## src/rtl/multi_cycle_controller.sv

```systemverilog
// Multi-cycle MIPS control FSM. Sequences the shared datapath (one ALU,
// unified instruction/data memory, IR, A/B/ALUOut/MDR) one state per cycle,
// decodes the primary opcode itself and waits on the memory-ready handshake.
//
// state     | code | meaning
// ----------+------+-----------------------------------------------------
// FETCH     |  0   | read IR from mem[PC], PC <= PC+4 when memory is ready
// DECODE    |  1   | latch opcode, precompute branch target into ALUOut
// MEM_ADDR  |  2   | ALUOut <= A + sext(imm) for lw/sw
// MEM_READ  |  3   | read mem[ALUOut] into MDR, hold until ready
// MEM_WB    |  4   | rt <= MDR
// MEM_WRITE |  5   | mem[ALUOut] <= B, hold until ready
// EXEC_R    |  6   | ALUOut <= A funct B
// R_WB      |  7   | rd <= ALUOut
// EXEC_I    |  8   | ALUOut <= A op ext(imm)
// I_WB      |  9   | rt <= ALUOut
// BRANCH    |  10  | compare A/B, PC <= ALUOut if equal
// JUMP      |  11  | PC <= jump target, jal also writes $31 <= PC
// (12-15)   |  --  | unreachable, recover to FETCH
module multi_cycle_controller #(
    parameter bit WAIT_EN = 1'b1
) (
    input  logic       clk,
    input  logic       rst,
    input  logic [5:0] op,
    input  logic       zero,
    input  logic       mem_ready,
    output logic       pc_write,
    output logic       pc_write_cond,
    output logic       i_or_d,
    output logic       mem_read,
    output logic       mem_write,
    output logic       ir_write,
    output logic       reg_write,
    output logic [1:0] reg_dst,
    output logic [1:0] mem_to_reg,
    output logic       alu_src_a,
    output logic [1:0] alu_src_b,
    output logic       ext_zero,
    output logic [2:0] alu_op,
    output logic [1:0] pc_source,
    output logic       illegal_op,
    output logic [3:0] state
);

    typedef enum logic [3:0] {
        S_FETCH     = 4'd0,
        S_DECODE    = 4'd1,
        S_MEM_ADDR  = 4'd2,
        S_MEM_READ  = 4'd3,
        S_MEM_WB    = 4'd4,
        S_MEM_WRITE = 4'd5,
        S_EXEC_R    = 4'd6,
        S_R_WB      = 4'd7,
        S_EXEC_I    = 4'd8,
        S_I_WB      = 4'd9,
        S_BRANCH    = 4'd10,
        S_JUMP      = 4'd11
    } state_t;

    localparam logic [5:0] OP_RTYPE = 6'b000000;
    localparam logic [5:0] OP_J     = 6'b000010;
    localparam logic [5:0] OP_JAL   = 6'b000011;
    localparam logic [5:0] OP_BEQ   = 6'b000100;
    localparam logic [5:0] OP_ADDI  = 6'b001000;
    localparam logic [5:0] OP_ANDI  = 6'b001100;
    localparam logic [5:0] OP_ORI   = 6'b001101;
    localparam logic [5:0] OP_XORI  = 6'b001110;
    localparam logic [5:0] OP_LUI   = 6'b001111;
    localparam logic [5:0] OP_LW    = 6'b100011;
    localparam logic [5:0] OP_SW    = 6'b101011;

    localparam logic [2:0] ALU_ADD   = 3'b000;
    localparam logic [2:0] ALU_SUB   = 3'b001;
    localparam logic [2:0] ALU_FUNCT = 3'b010;
    localparam logic [2:0] ALU_AND   = 3'b011;
    localparam logic [2:0] ALU_OR    = 3'b100;
    localparam logic [2:0] ALU_XOR   = 3'b101;
    localparam logic [2:0] ALU_LUI   = 3'b110;

    state_t     state_q, state_d;
    logic [5:0] op_q, op_d;
    logic       rdy;

    // The branch decision is taken by the datapath through pc_write_cond,
    // so the zero flag does not steer the sequencing itself.
    logic unused_zero;
    assign unused_zero = zero;

    // With waiting disabled every memory access completes in one cycle.
    assign rdy = WAIT_EN ? mem_ready : 1'b1;

    // State and latched-opcode registers with synchronous reset.
    always_ff @(posedge clk) begin
        if (rst) begin
            state_q <= S_FETCH;
            op_q    <= 6'd0;
        end else begin
            state_q <= state_d;
            op_q    <= op_d;
        end
    end

    // Next-state decode and Moore outputs; rst forces everything idle.
    always_comb begin
        state_d       = S_FETCH;
        op_d          = op_q;
        pc_write      = 1'b0;
        pc_write_cond = 1'b0;
        i_or_d        = 1'b0;
        mem_read      = 1'b0;
        mem_write     = 1'b0;
        ir_write      = 1'b0;
        reg_write     = 1'b0;
        reg_dst       = 2'b00;
        mem_to_reg    = 2'b00;
        alu_src_a     = 1'b0;
        alu_src_b     = 2'b00;
        ext_zero      = 1'b0;
        alu_op        = ALU_ADD;
        pc_source     = 2'b00;
        illegal_op    = 1'b0;

        case (state_q)
            S_FETCH: begin
                mem_read  = 1'b1;
                alu_src_b = 2'b01;
                ir_write  = rdy;
                pc_write  = rdy;
                state_d   = rdy ? S_DECODE : S_FETCH;
            end
            S_DECODE: begin
                alu_src_b = 2'b11;
                op_d      = op;
                case (op)
                    OP_RTYPE:                               state_d = S_EXEC_R;
                    OP_ADDI, OP_ANDI, OP_ORI, OP_XORI, OP_LUI: state_d = S_EXEC_I;
                    OP_LW, OP_SW:                           state_d = S_MEM_ADDR;
                    OP_BEQ:                                 state_d = S_BRANCH;
                    OP_J, OP_JAL:                           state_d = S_JUMP;
                    default: begin
                        illegal_op = 1'b1;
                        state_d    = S_FETCH;
                    end
                endcase
            end
            S_MEM_ADDR: begin
                alu_src_a = 1'b1;
                alu_src_b = 2'b10;
                state_d   = (op_q == OP_SW) ? S_MEM_WRITE : S_MEM_READ;
            end
            S_MEM_READ: begin
                mem_read = 1'b1;
                i_or_d   = 1'b1;
                state_d  = rdy ? S_MEM_WB : S_MEM_READ;
            end
            S_MEM_WB: begin
                reg_write  = 1'b1;
                mem_to_reg = 2'b01;
            end
            S_MEM_WRITE: begin
                mem_write = 1'b1;
                i_or_d    = 1'b1;
                state_d   = rdy ? S_FETCH : S_MEM_WRITE;
            end
            S_EXEC_R: begin
                alu_src_a = 1'b1;
                alu_op    = ALU_FUNCT;
                state_d   = S_R_WB;
            end
            S_R_WB: begin
                reg_write = 1'b1;
                reg_dst   = 2'b01;
            end
            S_EXEC_I: begin
                alu_src_a = 1'b1;
                alu_src_b = 2'b10;
                state_d   = S_I_WB;
                case (op_q)
                    OP_ANDI: begin alu_op = ALU_AND; ext_zero = 1'b1; end
                    OP_ORI:  begin alu_op = ALU_OR;  ext_zero = 1'b1; end
                    OP_XORI: begin alu_op = ALU_XOR; ext_zero = 1'b1; end
                    OP_LUI:  alu_op = ALU_LUI;
                    default: alu_op = ALU_ADD;
                endcase
            end
            S_I_WB: begin
                reg_write = 1'b1;
            end
            S_BRANCH: begin
                alu_src_a     = 1'b1;
                alu_op        = ALU_SUB;
                pc_write_cond = 1'b1;
                pc_source     = 2'b01;
            end
            S_JUMP: begin
                pc_write  = 1'b1;
                pc_source = 2'b10;
                // PC already holds PC+4 here, which is the jal return address.
                if (op_q == OP_JAL) begin
                    reg_write  = 1'b1;
                    reg_dst    = 2'b10;
                    mem_to_reg = 2'b10;
                end
            end
            default: state_d = S_FETCH;
        endcase

        if (rst) begin
            state_d       = S_FETCH;
            op_d          = op_q;
            pc_write      = 1'b0;
            pc_write_cond = 1'b0;
            i_or_d        = 1'b0;
            mem_read      = 1'b0;
            mem_write     = 1'b0;
            ir_write      = 1'b0;
            reg_write     = 1'b0;
            reg_dst       = 2'b00;
            mem_to_reg    = 2'b00;
            alu_src_a     = 1'b0;
            alu_src_b     = 2'b00;
            ext_zero      = 1'b0;
            alu_op        = ALU_ADD;
            pc_source     = 2'b00;
            illegal_op    = 1'b0;
        end
    end

    // Debug view of the state; reads FETCH while reset is held.
    always_comb begin
        state = rst ? 4'd0 : state_q;
    end

endmodule

```

## config.mk

```make
export PLATFORM = sky130hd
export DESIGN_NAME = multi_cycle_controller
export DESIGN_NICKNAME = d
export VERILOG_FILES = /design/src/rtl/multi_cycle_controller.sv
export SDC_FILE = /design/constraint.sdc
export NUM_CORES = 1
export LEC_CHECK = 0
export BUFFER_PORTS_ARGS = -buffer_cell sky130_fd_sc_hd__buf_2
export CAP_MARGIN = 0
export CELL_PAD_IN_SITES_DETAIL_PLACEMENT = 0
export CELL_PAD_IN_SITES_GLOBAL_PLACEMENT = 1
export CORE_ASPECT_RATIO = 0.7
export CORE_MARGIN = 5
export CORE_UTILIZATION = 34
export CTS_BUF_LIST = sky130_fd_sc_hd__clkbuf_4
export CTS_CLUSTER_DIAMETER = 120
export DETAILED_ROUTE_END_ITERATION = 6
export GPL_TIMING_DRIVEN = 1
export HOLD_SLACK_MARGIN = 0.03
export PLACE_DENSITY_LB_ADDON = 0.1
export SLEW_MARGIN = 40
export SYNTH_ARGS = -nofsm -noshare
export SYNTH_HDL_FRONTEND = slang
export SYNTH_SLANG_ARGS = --single-unit
```

## constraint.sdc

```tcl
create_clock -name clk -period 2.2 [get_ports clk]
set_input_delay 0.66 -clock clk [delete_from_list [all_inputs] [get_ports clk]]
set_output_delay 0.66 -clock clk [all_outputs]
set_load 0.02 [all_outputs]
```

* Word-level counts from Yosys, hierarchy flattened
Cells that the tools add are included.
W data, S select, Z words.
** Word-level totals
- Register bits after elaboration :: 10
- Input bits :: 10
- Output and inout bits :: 25
- Logic and storage cells :: 83
** Cells by class
- Equal/unequal tests :: 27
- Mux-type cells :: 42
- Reduce and logical (&&, ||, !) cells :: 12
** Operators with widths (count)
- $eq A6 B4 Y1 const B :: 9
- $pmux W4 S7 :: 1
- $mux W1 :: 22
- $pmux W4 S5 :: 1
- $eq A6 B2 Y1 const B :: 3
- $eq A6 B6 Y1 const B :: 3
- $eq A4 B3 Y1 const B :: 4
- $eq A4 B4 Y1 const B :: 4
- $mux W3 :: 4
- $pmux W2 S2 :: 3
- $pmux W3 S4 :: 1
- $reduce_or A11 Y1 :: 1
- $mux W2 :: 5
- $reduce_or A2 Y1 :: 5
- $pmux W3 S3 :: 1
- $eq A4 B2 Y1 const B :: 2
- $eq A6 B3 Y1 const B :: 1
- $logic_not A6 Y1 :: 1
- $pmux W2 S3 :: 1
- $reduce_or A3 Y1 :: 2
- $reduce_or A5 Y1 :: 1
- $eq A4 B1 Y1 const B :: 1
- $logic_not A4 Y1 :: 1
- $mux W4 :: 1
- 2 further kinds :: 3

* Longest topological paths before layout
- Depth in word-level cells :: 5
- Gate-level depth with buffers :: 7

* Least setup slack after synthesis
OpenSTA, ideal clock, no wires.
- Kind :: in2out
- From :: input rst
- To :: output pc_write
- Data arrival time :: 1844 ps
- Data required time :: 1540 ps
- Path slack :: -304 ps
- Stages on the path :: 7
- Path through :: buf_2 > inv_2 > nand2_1 > inv_1 > nand2_1 > nor2_1 > or2_2
** On the way
- Cells in the longest elaborated chain, start to end :: 1
** RTL lines
- start: declaration :: line 24 : input logic rst,
- $mux W1 :: line 209 : if (rst) begin
- end: declaration :: line 28 : output logic pc_write,
No other way between the ends.

* Worst setup path after layout
- From :: register op_q[2]
- To :: output reg_write
** On the way
- Cells in the longest elaborated chain, start to end :: 4
** RTL lines
- start: declaration :: line 82 : logic [5:0] op_q, op_d;
- start signal: assignment :: line 100 : op_q <= op_d;
- $eq A6 B2 Y1 :: line 200 : if (op_q == OP_JAL) begin
- $mux W1 :: line 200
- $pmux W1 S2 :: line 124 : case (state_q)
- $mux W1 :: line 209
- end: declaration :: line 34 : output logic reg_write,
No other way between the ends.

==> results.ini <==
[cts]
path_clk_slew_ns=0.07
numCtsBuffers=3
clock_sinks=10
clock_path_buffers=2
htree_levels=1
tritoncts=built
cts-root-buf=clkbuf_4
clock_latency_ns=0.28

[worst_setup_path]
worstSetupEndpointType=output pin
worstSetupStartpointType=flop
critPathArrivalTime_ns=1.85
cp_cell_sequence=nand3b_4 -> or4_4 -> or3_4 -> a21oi_4 -> buf_6
cpPeakStageDelay_ns=0.50
critPathMaxFanout=2
path_class=reg -> out
slowest_stage=or4_4
rrSetupSlack_ns=0.25
critPathRequiredTime_ns=1.54

[power]
power_frac_seq_pct=36.8
p_int_uw=350
ir_worst_vdd_uv=224
power.share.clock_pct=24.8
power_frac_comb_pct=38.4
p_per_area_nw_per_um2=324
p_sw_share_pct=34.8
power.leakage_nw=0.774
switchingPower_uw=187

[synthesis]
synth_cell_type_count=41
yosysWarnings=0
synth_nets=148
ys_ff_latch=10
avgSynthCellArea_sq_um=6.58
synthCells=138
synth.cell_area_sq_um=908
netlist.area_leader.share_pct=22.0
ys_async_sr_fraction_pct=0
synth-edff-count=0
yosysSeqAreaShare_pct=22.0
synth_top_area_cell=dfxtp_1
synth_area_leaders=dfxtp_1, a21oi_1, nand2_1
synth-main-ff-cell=dfxtp_1

[routing]
ant_nets=0
num_vias=1263
drc=0
drtIter0Drc=40
dr.pass1.iters=4
routed_wl_um=3510
post_drt_via_cell_ratio=5.37
routedWlPerCell_um=15.0

[timing]
max_freq_mhz=399
hold_viol=0
fin_crit_sh_pct=114
period_minus_slack_ns=2.51
finalClockSkew_ns=0.0106
rsz0062_at_grt=true
slew_headroom_pct=64.8
drv_slew=0
worst_pin_slew_ns=0.524
fin_ws_ns=-0.308
finalSetupViolations=8

[cells_and_area]
area_growth_pct=82.2
drive_above_1_share_pct=52.2
ff_latch_area_sq_um=210
fillers=236
antennaDiodeCount=0
instances_no_fill=235
fin_util_pct=65.8
multi_input_area_sq_um=811
layout.nets=212

[global_routing]
grt_start_max_net_pins=17
grt_overflow=0
use_met2_pct=30.5
grt_pass1_wl_um=5470
met1_usage_pct=23.1
track_usage_pct=18.3
grt_antenna_before_repair=0
grt_pass1_vias=1149
grt.busiest_layer=met2
met3_usage_pct=5.69

[floorplan]
core_area_sq_um=2510
die_height_um=53.2
top_level_ports=35
start_util_pct=36.1
rows=15
die_x_um=71.8
dieArea_sq_um=3820

[placed_design]
place_hpwl_um=2380
portBuffers=33
dp.cells=219
place_congestion=0.806
pre_cts_ws_ns=-0.0911

[min_path]
hold_path.class=reg -> reg

[flow_run]
cap_violations=0

[status]
violations=setup timing
outcome=complete, but fails checks

## registers in the layout, summed over array words and instances (netlist names)
name	flops
op_q	6
state_q	4
## area by class of cell
cell class | instances | share of cell area (%)
Multi-Input combinational cell | 110 | 49.0
Clock inverter | 1 | 0.227
Tap cell | 34 | 2.57
Timing Repair Buffer | 69 | 32.2
Inverter | 8 | 1.97
Sequential cell | 10 | 12.7
Clock buffer | 3 | 1.36
## timing repair
action / CTS / global route
setup endpoints to repair: 12 / 14
pin swaps: 5 / 3
hold buffers: 0 / 0
setup buffers: 5 / 6
resized for setup: 18 / 40
cloned: 0 / 1
## power groups by stage
stage / clock network, mW / logic (mW) / registers [mW]
after floorplan: 0 / 0.0979 / 0.203
final: 0.133 / 0.206 / 0.197
after global routing: 0.148 / 0.225 / 0.198
after global placement: 0 / 0.165 / 0.198
after detailed placement: 0 / 0.167 / 0.199
after CTS: 0.137 / 0.175 / 0.197
## worst max-delay path: cells and delay by family (launching register included)
family | cells | cell delay, ns
AND/OR/NAND/NOR | 3 | 1.01
AO/OA/AOI/OAI | 1 | 0.13
buffers and inverters | 1 | 0.12
flip-flops | 1 | 0.31
## cell families after synthesis
group / share of synthesized area (%)
simple gates: 43.5
flops: 22.0
buf+inv: 7.85
compound gates: 23.6
xor+xnor: 1.93
mux: 1.10
## synth_stat cells, types with 3 or more instances
master	count
nand2_1	15
nor2_1	14
a21oi_1	13
nor3_1	11
dfxtp_1	10
inv_1	7
nand2b_1	7
clkbuf_1	6
and3_1	4
nor2b_1	4
o21ai_0	4
a211oi_1	3
buf_2	3
nand3_1	3
or3_1	3
## per-stage QoR
step                area, sq um  power, mW  hold WS [ns]  setup TNS, ns
floorplan                   962      0.301         0.458        -0.0172
global placement           1310      0.363         0.572         -0.191
detailed placement         1310      0.366         0.581         -0.184
CTS                        1440      0.509         0.590         -0.739
global route               1660      0.571         0.614          -1.82
finish                     1660      0.537         0.589          -1.18
## final timing paths
check | from | to | cells after the start
max | op_q[2]$_SDFFE_PP0P_ | reg_write | 5
min | op_q[5]$_SDFFE_PP0P_ | op_q[5]$_SDFFE_PP0P_ | 3
max reg2reg | state_q[2]$_SDFF_PP0_ | state_q[0]$_SDFF_PP0_ | 6
min reg2reg | op_q[5]$_SDFFE_PP0P_ | op_q[5]$_SDFFE_PP0P_ | 3
## layout by cell type, fill, tap and decap left out, types with 4 or more instances in the layout
cell / n
nand2b_4: 4
o21ai_0: 4
nor3_4: 4
inv_1: 6
buf_6: 14
a21oi_1: 11
buf_4: 30
buf_2: 23
nand2_1: 13
nor3_1: 7
dfxtp_1: 4
nor2b_1: 4
nor2_1: 13
dfxtp_2: 5
## per-layer routing
metal  up-vias  routed length, um
met3         6                238
met1       597               1500
met5         -                  0
met2        37               1740
li1        623                  -
met4         0                 33
(Power assumes the default switching activity.)
